File: src/rtl/fifo_to_axi4m_write_if.sv
// AXI4 write-channel bundle (AW/W/B) used by fifo_to_axi4m_write.
// The master modport is the burst writer; the slave modport is the memory side.
interface fifo_to_axi4m_write_if #(
  parameter int ID_W   = 4,
  parameter int ADDR_W = 32,
  parameter int DATA_W = 32
);
  logic [ID_W-1:0]     awid;
  logic [ADDR_W-1:0]   awaddr;
  logic [7:0]          awlen;
  logic [2:0]          awsize;
  logic [1:0]          awburst;
  logic [0:0]          awlock;
  logic [3:0]          awcache;
  logic [2:0]          awprot;
  logic                awvalid;
  logic                awready;

  logic [DATA_W-1:0]   wdata;
  logic [DATA_W/8-1:0] wstrb;
  logic                wlast;
  logic                wvalid;
  logic                wready;

  logic [ID_W-1:0]     bid;
  logic [1:0]          bresp;
  logic                bvalid;
  logic                bready;

  modport master (
    output awid, awaddr, awlen, awsize, awburst, awlock, awcache, awprot, awvalid,
    input  awready,
    output wdata, wstrb, wlast, wvalid,
    input  wready,
    input  bid, bresp, bvalid,
    output bready
  );

  modport slave (
    input  awid, awaddr, awlen, awsize, awburst, awlock, awcache, awprot, awvalid,
    output awready,
    input  wdata, wstrb, wlast, wvalid,
    output wready,
    output bid, bresp, bvalid,
    input  bready
  );
endinterface

File: src/rtl/fifo_to_axi4m_write.sv
// Streams a kicked number of FWFT FIFO words to memory as AXI4 INCR bursts (<=64 beats).
// Define FIFO_TO_AXI4M_4K_BOUNDARY_EN to split bursts so none crosses a 4 KB page.
module fifo_to_axi4m_write #(
  parameter int C_M_AXI_ID_WIDTH   = 4,
  parameter int C_M_AXI_ADDR_WIDTH = 32,
  parameter int C_M_AXI_DATA_WIDTH = 32
) (
  input  logic                          clk,
  input  logic                          reset,
  input  logic                          kick,
  output logic                          busy,
  input  logic [31:0]                   write_num,
  input  logic [31:0]                   write_addr,
  output logic                          error,
  input  logic [C_M_AXI_DATA_WIDTH-1:0] buf_din,
  input  logic                          buf_empty,
  output logic                          buf_re,
  fifo_to_axi4m_write_if.master         m_axi
);

  localparam int BPB  = C_M_AXI_DATA_WIDTH / 8;
  localparam int SIZE = $clog2(BPB);

  typedef enum logic [2:0] {
    s_idle,
    s_kick,
    s_addrcalc,
    s_addrissue,
    s_data,
    s_respwait
  } state_t;

  state_t      state;
  logic [31:0] rem;
  logic [31:0] addr;
  logic [7:0]  beat_cnt;
  logic [7:0]  issue_cnt;
  logic [7:0]  resp_cnt;
  logic [6:0]  burst_len;
  logic        in_data;
  logic        w_hs;
  logic        b_hs;
  logic        resp_done;
  logic        unused_bid;

  assign m_axi.awid    = '0;
  assign m_axi.awsize  = 3'(SIZE);
  assign m_axi.awburst = 2'b01;
  assign m_axi.awlock  = 1'b0;
  assign m_axi.awcache = 4'b0010;
  assign m_axi.awprot  = 3'b000;
  assign m_axi.wstrb   = '1;

  // The FIFO is first-word-fall-through, so its head word goes straight onto W.
  assign in_data       = (state == s_data);
  assign m_axi.wdata   = buf_din;
  assign m_axi.wvalid  = in_data && !buf_empty;
  assign m_axi.wlast   = in_data && (beat_cnt == m_axi.awlen);
  assign w_hs          = m_axi.wvalid && m_axi.wready;
  assign buf_re        = w_hs;

  assign m_axi.bready  = busy;
  assign b_hs          = m_axi.bvalid && m_axi.bready;
  // Counting a response that lands this very cycle lets busy drop one cycle earlier.
  assign resp_done     = (resp_cnt + {7'b0, b_hs}) == issue_cnt;
  assign unused_bid    = ^m_axi.bid;

`ifdef FIFO_TO_AXI4M_4K_BOUNDARY_EN
  logic [12:0] page_beats;
  assign page_beats = (13'd4096 - {1'b0, addr[11:0]}) >> SIZE;
`endif

  // NOTE: every variable assigned in always_comb gets a default first, so no latch is inferred.
  always_comb begin
    burst_len = (rem > 32'd64) ? 7'd64 : rem[6:0];
`ifdef FIFO_TO_AXI4M_4K_BOUNDARY_EN
    if (page_beats < {6'b0, burst_len}) burst_len = page_beats[6:0];
`endif
  end

  // NOTE: state is updated with non-blocking assignments so every flop samples pre-edge values.
  always_ff @(posedge clk) begin
    if (reset) begin
      state         <= s_idle;
      busy          <= 1'b0;
      error         <= 1'b0;
      rem           <= '0;
      addr          <= '0;
      beat_cnt      <= '0;
      issue_cnt     <= '0;
      resp_cnt      <= '0;
      m_axi.awaddr  <= '0;
      m_axi.awlen   <= '0;
      m_axi.awvalid <= 1'b0;
    end else begin
      if (b_hs) begin
        resp_cnt <= resp_cnt + 8'd1;
        if (m_axi.bresp != 2'b00) error <= 1'b1;
      end

      unique case (state)
        s_idle: begin
          issue_cnt <= '0;
          resp_cnt  <= '0;
          if (kick) begin
            state <= s_kick;
            busy  <= 1'b1;
          end
        end

        s_kick: begin
          rem   <= write_num;
          addr  <= write_addr;
          error <= 1'b0;
          // A zero-length kick passes through s_respwait, which exits at once with no bursts issued.
          state <= (write_num == 32'd0) ? s_respwait : s_addrcalc;
        end

        s_addrcalc: begin
          m_axi.awaddr  <= addr[C_M_AXI_ADDR_WIDTH-1:0];
          m_axi.awlen   <= {1'b0, burst_len} - 8'd1;
          m_axi.awvalid <= 1'b1;
          rem           <= rem - 32'(burst_len);
          addr          <= addr + (32'(burst_len) << SIZE);
          issue_cnt     <= issue_cnt + 8'd1;
          state         <= s_addrissue;
        end

        s_addrissue: begin
          if (m_axi.awready) begin
            m_axi.awvalid <= 1'b0;
            beat_cnt      <= '0;
            state         <= s_data;
          end
        end

        s_data: begin
          if (w_hs) begin
            beat_cnt <= beat_cnt + 8'd1;
            if (m_axi.wlast) state <= (rem != 32'd0) ? s_addrcalc : s_respwait;
          end
        end

        s_respwait: begin
          if (resp_done) begin
            state <= s_idle;
            busy  <= 1'b0;
          end
        end

        default: begin
          state <= s_idle;
          busy  <= 1'b0;
        end
      endcase
    end
  end

endmodule

File: src/flat_wrapper.sv
// flat-port wrapper written by rule: the top's interface ports become plain ports
module fifo_to_axi4m_write_flat 
#(
  parameter int C_M_AXI_ID_WIDTH   = 4,
  parameter int C_M_AXI_ADDR_WIDTH = 32,
  parameter int C_M_AXI_DATA_WIDTH = 32
)
  (clk, reset, kick, busy, write_num, write_addr, error, buf_din, buf_empty, buf_re, m_axi_awid, m_axi_awaddr, m_axi_awlen, m_axi_awsize, m_axi_awburst, m_axi_awlock, m_axi_awcache, m_axi_awprot, m_axi_awvalid, m_axi_awready, m_axi_wdata, m_axi_wstrb, m_axi_wlast, m_axi_wvalid, m_axi_wready, m_axi_bid, m_axi_bresp, m_axi_bvalid, m_axi_bready);
  fifo_to_axi4m_write_if m_axi_i ();
  input  logic clk;
  input  logic reset;
  input  logic kick;
  output logic busy;
  input  logic [31:0] write_num;
  input  logic [31:0] write_addr;
  output logic error;
  input  logic [C_M_AXI_DATA_WIDTH-1:0] buf_din;
  input  logic buf_empty;
  output logic buf_re;
  output wire logic [$bits(m_axi_i.awid)-1:0] m_axi_awid;
  output wire logic [$bits(m_axi_i.awaddr)-1:0] m_axi_awaddr;
  output wire logic [$bits(m_axi_i.awlen)-1:0] m_axi_awlen;
  output wire logic [$bits(m_axi_i.awsize)-1:0] m_axi_awsize;
  output wire logic [$bits(m_axi_i.awburst)-1:0] m_axi_awburst;
  output wire logic [$bits(m_axi_i.awlock)-1:0] m_axi_awlock;
  output wire logic [$bits(m_axi_i.awcache)-1:0] m_axi_awcache;
  output wire logic [$bits(m_axi_i.awprot)-1:0] m_axi_awprot;
  output wire logic [$bits(m_axi_i.awvalid)-1:0] m_axi_awvalid;
  input wire logic [$bits(m_axi_i.awready)-1:0] m_axi_awready;
  output wire logic [$bits(m_axi_i.wdata)-1:0] m_axi_wdata;
  output wire logic [$bits(m_axi_i.wstrb)-1:0] m_axi_wstrb;
  output wire logic [$bits(m_axi_i.wlast)-1:0] m_axi_wlast;
  output wire logic [$bits(m_axi_i.wvalid)-1:0] m_axi_wvalid;
  input wire logic [$bits(m_axi_i.wready)-1:0] m_axi_wready;
  input wire logic [$bits(m_axi_i.bid)-1:0] m_axi_bid;
  input wire logic [$bits(m_axi_i.bresp)-1:0] m_axi_bresp;
  input wire logic [$bits(m_axi_i.bvalid)-1:0] m_axi_bvalid;
  output wire logic [$bits(m_axi_i.bready)-1:0] m_axi_bready;
  assign m_axi_awid = m_axi_i.awid;
  assign m_axi_awaddr = m_axi_i.awaddr;
  assign m_axi_awlen = m_axi_i.awlen;
  assign m_axi_awsize = m_axi_i.awsize;
  assign m_axi_awburst = m_axi_i.awburst;
  assign m_axi_awlock = m_axi_i.awlock;
  assign m_axi_awcache = m_axi_i.awcache;
  assign m_axi_awprot = m_axi_i.awprot;
  assign m_axi_awvalid = m_axi_i.awvalid;
  assign m_axi_i.awready = m_axi_awready;
  assign m_axi_wdata = m_axi_i.wdata;
  assign m_axi_wstrb = m_axi_i.wstrb;
  assign m_axi_wlast = m_axi_i.wlast;
  assign m_axi_wvalid = m_axi_i.wvalid;
  assign m_axi_i.wready = m_axi_wready;
  assign m_axi_i.bid = m_axi_bid;
  assign m_axi_i.bresp = m_axi_bresp;
  assign m_axi_i.bvalid = m_axi_bvalid;
  assign m_axi_bready = m_axi_i.bready;
  fifo_to_axi4m_write #(.C_M_AXI_ID_WIDTH(C_M_AXI_ID_WIDTH), .C_M_AXI_ADDR_WIDTH(C_M_AXI_ADDR_WIDTH), .C_M_AXI_DATA_WIDTH(C_M_AXI_DATA_WIDTH)) u_core (.clk(clk), .reset(reset), .kick(kick), .busy(busy), .write_num(write_num), .write_addr(write_addr), .error(error), .buf_din(buf_din), .buf_empty(buf_empty), .buf_re(buf_re), .m_axi(m_axi_i));
endmodule
File: config.mk
export PLATFORM = sky130hd
export DESIGN_NAME = fifo_to_axi4m_write_flat
export DESIGN_NICKNAME = d
export VERILOG_FILES = /design/src/rtl/fifo_to_axi4m_write_if.sv /design/src/rtl/fifo_to_axi4m_write.sv /design/src/flat_wrapper.sv
export SDC_FILE = /design/constraint.sdc
export NUM_CORES = 1
export LEC_CHECK = 0
export ABC_AREA = 1
export CAP_MARGIN = 40
export CORE_MARGIN = 2
export CORE_UTILIZATION = 25
export DETAILED_ROUTE_END_ITERATION = 12
export PLACE_DENSITY = 0.44
export REMOVE_ABC_BUFFERS = 1
export SYNTH_ARGS = -nofsm -noshare
export SYNTH_HDL_FRONTEND = slang
export SYNTH_SLANG_ARGS = --single-unit
export TNS_END_PERCENT = 10
File: constraint.sdc
create_clock -name clk -period 7 [get_ports clk]
set_input_delay 1.05 -clock clk [delete_from_list [all_inputs] [get_ports clk]]
set_output_delay 1.05 -clock clk [all_outputs]
set_load 0.03 [all_outputs]
==> results of run 1 <==
[report_power, final]
part | leakage [uW] | switching, uW | internal [uW]
logic | 0.00270 | 1620 | 860
registers | 0.00109 | 235 | 981
clock network | 0.000293 | 381 | 574
[per-stage QoR]
step	setup WS [ns]	util [%]	std cells	total power, uW
6_report	3.282	31.32	1761	4650
5_1_grt	2.797	31.31	1760	5078
4_1_cts	3.242	31.30	1759	4713
3_5_place_dp	3.261	29.41	1727	3735
3_3_place_gp	2.940	29.25	1725	3684
2_1_floorplan	1.837	-	1159	2966
[cells by family after synthesis]
logic type | share of synthesized area (%)
and+or+nand+nor | 30.43
AOI/OAI and AO/OA | 17.70
buffers and inverters | 13.18
DFF | 32.52
xor gates and xnor gates | 3.716
adders and majority gates | 2.366
other | 0.09104
[sequential cells by signal, indices dropped and copies added, names as in the netlist]
name,flops
u_core.m_axi.awlen,8
u_core.issue_cnt,8
u_core.beat_cnt,8
u_core.rem,32
u_core.m_axi.awvalid,1
u_core.resp_cnt,8
u_core.busy,1
u_core.addr,32
u_core.m_axi.awaddr,32
u_core.state,3
u_core.error,1
[how the worst min path moves through the flow]
stage                       startpoint  cells past startpoint                      end
2_1_floorplan           u_core.addr[0]                      2   u_core.m_axi.awaddr[0]
3_3_place_gp    u_core.m_axi.awaddr[3]                      2   u_core.m_axi.awaddr[3]
3_5_place_dp   u_core.m_axi.awaddr[20]                      1  u_core.m_axi.awaddr[20]
4_1_cts        u_core.m_axi.awaddr[16]                      2  u_core.m_axi.awaddr[16]
5_1_grt         u_core.m_axi.awaddr[4]                      2   u_core.m_axi.awaddr[4]
6_report        u_core.m_axi.awaddr[3]                      2   u_core.m_axi.awaddr[3]
[metal layers]
| metal | GRT usage (%) | routed length [um] | vias to the layer above |
|---|---|---|---|
| met5 | 0.7407 | 31 | - |
| met4 | 3.717 | 233 | 4 |
| li1 | - | - | 4163 |
| met3 | 4.852 | 1542 | 18 |
| met2 | 24.93 | 12000 | 178 |
| met1 | 20.04 | 12420 | 3624 |
[layout make-up]
| class | count | area share, % |
|---|---|---|
| Multi-Input combinational cell | 896 | 44.84 |
| Sequential cell | 134 | 26.33 |
| Timing Repair Buffer | 126 | 12.55 |
| Tap cell | 442 | 5.427 |
| Inverter | 129 | 4.777 |
| Clock buffer | 18 | 4.310 |
| Clock inverter | 14 | 1.719 |
| Antenna cell | 2 | 0.04912 |
[Yosys cell counts (all sizes together), types with 12 or more instances]
library cell / number
a21oi: 106
a31oi: 12
buf: 64
clkbuf: 40
dfxtp: 134
ha: 14
inv: 126
nand2: 273
nand3: 73
nand4: 23
nor2: 140
nor3: 29
nor4: 18
o211ai: 12
o21ai: 101
xnor2: 17
xor2: 18
[layout by cell type, fill, tap and decap left out, drive strengths merged, types with 22 or more instances in the layout]
cell,Yosys,layout
clkdlybuf4s50,0,118
inv,126,130
nand4,23,23
nand3,73,73
nand2,273,273
nor2,140,140
o21ai,101,101
nor3,29,29
dfxtp,134,134
conb,2,22
a21oi,106,106
[critical path, delay by kind of cell (launching register included)]
family | cells | cell delay, ns
AND/OR/NAND/NOR | 15 | 2.34
AO/OA/AOI/OAI | 3 | 0.37
buffers and inverters | 2 | 0.13
flip-flops | 1 | 0.37
adder cells (fa/ha/maj) | 2 | 0.44
==> results.txt, run 1 <==
The number of global-route vias before repair came out at 7613. The fraction of layout cells with a size suffix above 1 came out at 6.150%. The insertion delay to the later sink of the worst-skew pair came out at between 0.4 and 0.5 ns. The final number of setup-violating endpoints is 0. The first TritonRoute pass finished after 5 iterations.

The initialized floorplan defines 66 standard-cell rows. The number of DRC violations after detailed routing is 0. The total area of multi-input combinational cells came out at about 4600 sq um. For this run, the post-layout net count is approximately 1400. For this configuration, the core starts out at a cell density of between 20% and 30%. The cell area that synthesis handed to floorplanning was 8249 sq um. The die span in y is about 190 um.

The hold violation count in the final report came out at 0. The floorplan step defined a die boundary enclosing about 34000 sq um. The sum of overflow across all layers after global routing is 0.

The worst hold path belongs to the class register to register. The count of final max-slew check failures was 0. The synthesized design spends more area on one cell type than any other, namely dfxtp_1. Across the run, the number of max-cap violations was 0. The maximum fanout encountered on the critical timing path came out at 17. The mean cell area of the mapped netlist came out at approximately 6.6 sq um.

The number of gates resized after CTS is 0. The number of buffers on the longest clock path is 2. The number of instances in the synthesized netlist is around 1200. Across the VDD grid, the largest voltage drop is 0.2312 mV. For this design the static power due to leakage is between 0.004 and 0.005 uW. The HPWL reported at the end of detailed placement is between 15000 and 20000 um.

The sequential cell area is between 2000 and 3000 sq um. The TritonCTS clock tree is done. The antenna violation net count after detailed routing is 0.

Global routing consumed, over all layers together, about 15% of the routing resources. The final route contains 7987 vias. The number of warnings issued by yosys came out at 0. The I/O pin total is between 200 and 250. The total number of H-tree levels came out at 4. The weighted congestion at the end of routability-driven global placement came out at between 0.8 and 0.9.

The setup TNS came out at 0 ns. After synthesis, flip-flops and latches occupy between 30% and 40% of the total area. The overall routed net length came out at ~26000 um.

After synthesis, the cell types taking the most area are dfxtp_1, nand2_1, a21oi_1. The critical path's most frequent cell is nand2_1. The total setup buffers inserted after CTS is 0. CTS placed an instance of clkbuf_16 at the clock tree root. The number of hold-repair buffers added at the cts stage came out at 0. Among all stages on the critical path, the largest delay is contributed by nor2_2.

The number of clock buffers added by TritonCTS is 17. The die is around 190 um wide. The synthesis-to-layout area growth is 23.53%.

The worst hold slack came out at around 0.46 ns. The depth of the most critical reg-to-reg path came out at 22. The number of flops mapped to enable cells by yosys came out at 0. Counting flops with an async set or reset pin after synthesis yields a share of 0%. The commonest register cell after synthesis is dfxtp_1. The count of input and output buffers is approximately 120.

The core outline area came out at around 33000 sq um. The routed wirelength normalized by instance count came out at roughly 15 um. The arrival time of the worst setup path came out at 4.05 ns. The worst slew margin relative to its limit is between 40 and 50%. The first routing iteration left 420 violations. The post-route minimum period is around 3.7 ns. The worst register-to-register path has a setup slack of roughly 3.3 ns. The first global-routing pass estimated 41550 um of wire. The post-route fraction of the period consumed by the critical path is 53.11%.

The placement-stage cell area is 9570 sq um. The number of inserted filler cells in the final layout is 3600. The worst setup path is captured at a register. The most critical setup path has its startpoint at u_core.rem[17]. For the final database, setup skew stands at about 0.0088 ns.

The worst setup path is launched from a register. The flow ran to the end, and the final reports show no timing, DRC or antenna violations. The worst register-to-register path ends at u_core.addr[26]. The number of antenna violations at the first check in global routing came out at 3. The clock sink total came out at approximately 130. The measured slew at the worst slew-check pin came out at just over 0.8 ns. After routing the design area is approximately 10000 sq um. In this run the power density over the cells is between 400 and 500 nW/um^2. The area share of the leading cell type in the synthesized netlist is between 30% and 40%. The clock edge transition at the registers on the reported setup and hold paths came out at ~0.07 ns. The vias per cell came out at roughly 4.5. Timing would allow up to 269.0 MHz. On the worst path, the slowest cell contributes a delay of 0.57 ns.

Setup repair after global routing left no endpoint under its margin. The critical path goes through nor2_1 > nand2_1 > nor2_1 > nand3_4 > nor2_4 > inv_4 > nor2_1 > ha_1 > fa_1 > nand3_1 > nand2_1 > nand2_1 > nand2_1 > a21oi_1 > nor2_1 > o21ai_2 > nor2_2 > nand2_1 > o21ai_0 > nand3_1 > nand2_1 > inv_1. The worst setup path is of the register to register kind. The post-synthesis cell type count is between 40 and 50. Synthesis inferred between 100 and 150 register bits. The endpoint required time on the critical path came out at ~7.3 ns. The pin count of the biggest net entering global routing came out at 69. In this run the critical register-to-register path is launched from u_core.rem[17]. Following the worst setup path forward leads to its endpoint at u_core.addr[26].
(Power assumes the default switching activity.)
==> run 2, diff against run 1 <==
--- a/config.mk
+++ b/config.mk
@@ -10,7 +10,7 @@
 export CORE_MARGIN = 2
 export CORE_UTILIZATION = 25
 export DETAILED_ROUTE_END_ITERATION = 12
-export PLACE_DENSITY = 0.44
+export PLACE_DENSITY = 0.46
 export REMOVE_ABC_BUFFERS = 1
 export SYNTH_ARGS = -nofsm -noshare
 export SYNTH_HDL_FRONTEND = slang
==> constraint.sdc (replaced) <==
create_clock -name clk -period 3.1 [get_ports clk]
set_input_delay 0.465 -clock clk [delete_from_list [all_inputs] [get_ports clk]]
set_output_delay 0.465 -clock clk [all_outputs]
set_load 0.03 [all_outputs]
==> run 2 against run 1 <==
Effect of this change:
- first-iteration DRC count down 13%
- wire length up 1.9%
- cell area up 5.0%
- register-to-register slack worse by 3.1 ns
- worst hold slack about the same
- sequential share of layout area down 1.2 points
- clock power up 130%
- sequential power up 120%
- maximum frequency up 29%
- highest routed layer unchanged
- via count up 3.4%
- core utilization up 1.6 points
==> results.txt, run 2 (synthesized netlist as in run 1, its figures left out) <==
After detailed routing, the average wire length per cell comes to approximately 15 um. The clock sink total came out at roughly 130. The row count came out at between 60 and 70.

The DRC marker count from the first detailed-route iteration came out at approximately 360. The final critical path takes up ~93% of the cycle. The die footprint came out at between 30000 and 40000 sq um. The tightest min-delay check is of the register to register type. The startpoint of the lowest-slack hold path is u_core.m_axi.awaddr[2]. The type of the worst setup path is register to register. The number of antenna violations at the first check in global routing is 3. Global routing consumed, over all layers together, 15.82% of the routing resources. The most common cell after layout, fill and taps aside is nand2_1. TritonCTS built the clock tree.

Relative to the synthesized area, the layout overhead comes to 29.68%. The leakage power of the design came out at around 0.0044 uW. For hold timing, the worst endpoint is u_core.m_axi.awaddr[2].

The I/O pin total came out at ~210. The arrival time of the worst setup path is roughly 3.2 ns. The first global-routing pass estimated 42590 um of wire.

The total number of H-tree levels came out at 4. The final net count came out at approximately 1500. Setup repair after global routing could not meet its margin everywhere. The clock root buffer master is clkbuf_16. The clock edge transition at the registers on the reported setup and hold paths came out at around 0.06 ns.

The number of DRC violations after detailed routing came out at 0. The sort of element at the end of the critical path is a register. Across the routed clock network, the largest skew measured is about 0.011 ns. The sum of overflow across all layers after global routing came out at 0. Of the cells placed in the final design, the portion with a size suffix greater than 1 is about 11%. The HPWL reported at the end of detailed placement came out at approximately 19000 um.

The vias per cell came out at 4.552. In this run the worst path has a maximum fanout of 7. The total area inside the core boundary comes to between 30000 and 40000 sq um.

The placed instances occupy a cell area of between 9000 and 10000 sq um. The launch instance of the worst register-to-register path is u_core.rem[29]. The tool flagged a number of max-cap violations equal to 0. The worst supply voltage drop on vdd came out at roughly 0.77 mV. The design area came out at 10700 sq um. For this run, the detailed router's first-pass iteration total came to 7. The register-to-register setup slack is 0.22 ns. The worst slew margin relative to its limit is 49.25%. The destination of the worst register-to-register timing path is u_core.addr[30]. Once the floorplan was initialized, standard cells occupied between 20 and 30% of the core. The number of buffers on the longest clock path came out at 2. The flow ran to the end, and the final reports show no timing, DRC or antenna violations.

The via count came out at 8258. The die is approximately 190 um tall. The largest registers in the layout are u_core.addr (32), u_core.m_axi.awaddr (32), u_core.rem (32). The die is approximately 190 um wide. In the layout the commonest cells are nand2_1, dfxtp_1, inv_1. The hold violation count in the final report is 0. The core occupancy in the finished layout came out at 32.88%.

The weighted congestion at the end of routability-driven global placement is between 0.8 and 0.9. The kind of start point of the critical path is a register. The number of cells on the worst hold path is 2. The count of input and output buffers is between 100 and 150. The number of global-route vias before repair came out at 7940. The depth of the most critical reg-to-reg path is 23. The endpoint required time on the critical path came out at ~3.4 ns. Entering global routing, the biggest net connects 75 pins. In this run, CTS created clock tree buffers numbering 17. For the worst-skew pair, the clock arrives at the later sink with an insertion delay of 0.43 ns. After layout, the minimum clock period comes to approximately 2.9 ns. The count of final max-slew check failures came out at 0. The antenna violation net count after detailed routing came out at 0. The diode insertion count for antenna repair is 0.

The measured slew at the worst slew-check pin is between 0.7 and 0.8 ns. The overall routed net length came out at approximately 27000 um. The worst hold slack is around 0.46 ns.

The power density normalized to cell area is about 1000 nW/um^2. The final number of setup-violating endpoints came out at 0. The achievable clock frequency came out at roughly 350 MHz.
==> run 2: changes by cell type in the layout (fill, tap and decap cells not counted), moves of 3 or more <==
cell / previous run / this run
nor2_2: 7 / 17
nor2_1: 124 / 111
inv_6: 3 / 0
clkinv_4: 3 / 0
clkbuf_8: 1 / 4
nor2_4: 8 / 11
buf_4: 5 / 59
==> run 2: critical path, stage by stage, from the launching register on <==
cell	delay (ns)
dfxtp_1	0.34
nor2_1	0.14
nand2_1	0.09
nor2_2	0.15
nand3_4	0.11
nor2_4	0.15
inv_4	0.08
nor2_4	0.09
ha_2	0.19
fa_2	0.20
nand3_1	0.08
nand2_1	0.09
nand2_1	0.05
nand2_1	0.07
a21oi_2	0.08
nor2_2	0.10
o21ai_2	0.09
nor2_4	0.22
buf_4	0.16
nand3_1	0.06
nand3_1	0.09
nand3_1	0.07
nand2_1	0.06
inv_1	0.03
==> run 2: layout make-up <==
type / instances / area, sq um
clock buffers: 23 / 488.0
clock inverters: 8 / 145.1
fillers: 3566 / 21840
inverters: 129 / 486.7
multi-input cells: 896 / 4656
flip-flops and latches: 134 / 2684
well taps: 442 / 553.0
repair buffers: 182 / 1685
==> run 2: routing by layer <==
layer  up-vias  routed length [um]  part of all wire [%]  global-route usage (%)
met5         -                  13                 0.049                   1.481
met4         2                 138                  0.52                   3.276
met3        11                1689                   6.3                   5.302
met2       197               12320                    46                   25.60
met1      3785               12560                    47                   20.33
li1       4263                   -                     -                       -
==> run 2: repair_timing <==
action                     in CTS  in global routing
setup buffers                   0                  6
hold buffers                    0                  0
setup endpoints to repair       0                 22
gates resized for setup         0                 28
==> run 2: through the flow <==
stage | total power (uW) | setup TNS (ns) | setup WS (ns) | std cells
2_1_floorplan | 6697 | -183.40 | -2.063 | 1159
3_3_place_gp | 8763 | 0 | 0.05579 | 1776
3_5_place_dp | 8796 | 0 | 0.04702 | 1776
4_1_cts | 11060 | 0 | 0.01658 | 1807
5_1_grt | 12150 | -0.4167 | -0.07779 | 1814
6_report | 11120 | 0 | 0.2199 | 1814
==> run 2: worst max-delay path by stage <==
stage,start,end,slack [ns]
6_report,u_core.rem[29],u_core.addr[30],0.22
5_1_grt,u_core.rem[29],u_core.addr[28],-0.08
2_1_floorplan,u_core.state[2],u_core.rem[9],-2.06
4_1_cts,u_core.rem[26],u_core.addr[24],0.02
3_3_place_gp,u_core.rem[26],u_core.addr[24],0.06
3_5_place_dp,u_core.rem[26],u_core.addr[24],0.05
==> run 2: where the power goes <==
group	internal (uW)	switching [uW]	total, uW	leakage [uW]
clock network	1430	779	2200	0.000305
logic	2330	3950	6270	0.00297
registers	2220	424	2640	0.00109
total	5970	5150	11100	0.00437
==> run 3, diff against run 2 <==
--- a/config.mk
+++ b/config.mk
@@ -15,4 +15,4 @@
 export SYNTH_ARGS = -nofsm -noshare
 export SYNTH_HDL_FRONTEND = slang
 export SYNTH_SLANG_ARGS = --single-unit
-export TNS_END_PERCENT = 10
+export TNS_END_PERCENT = 1
==> results of run 3 <==
Final layout, timing and power as in run 2 (identical DEF).
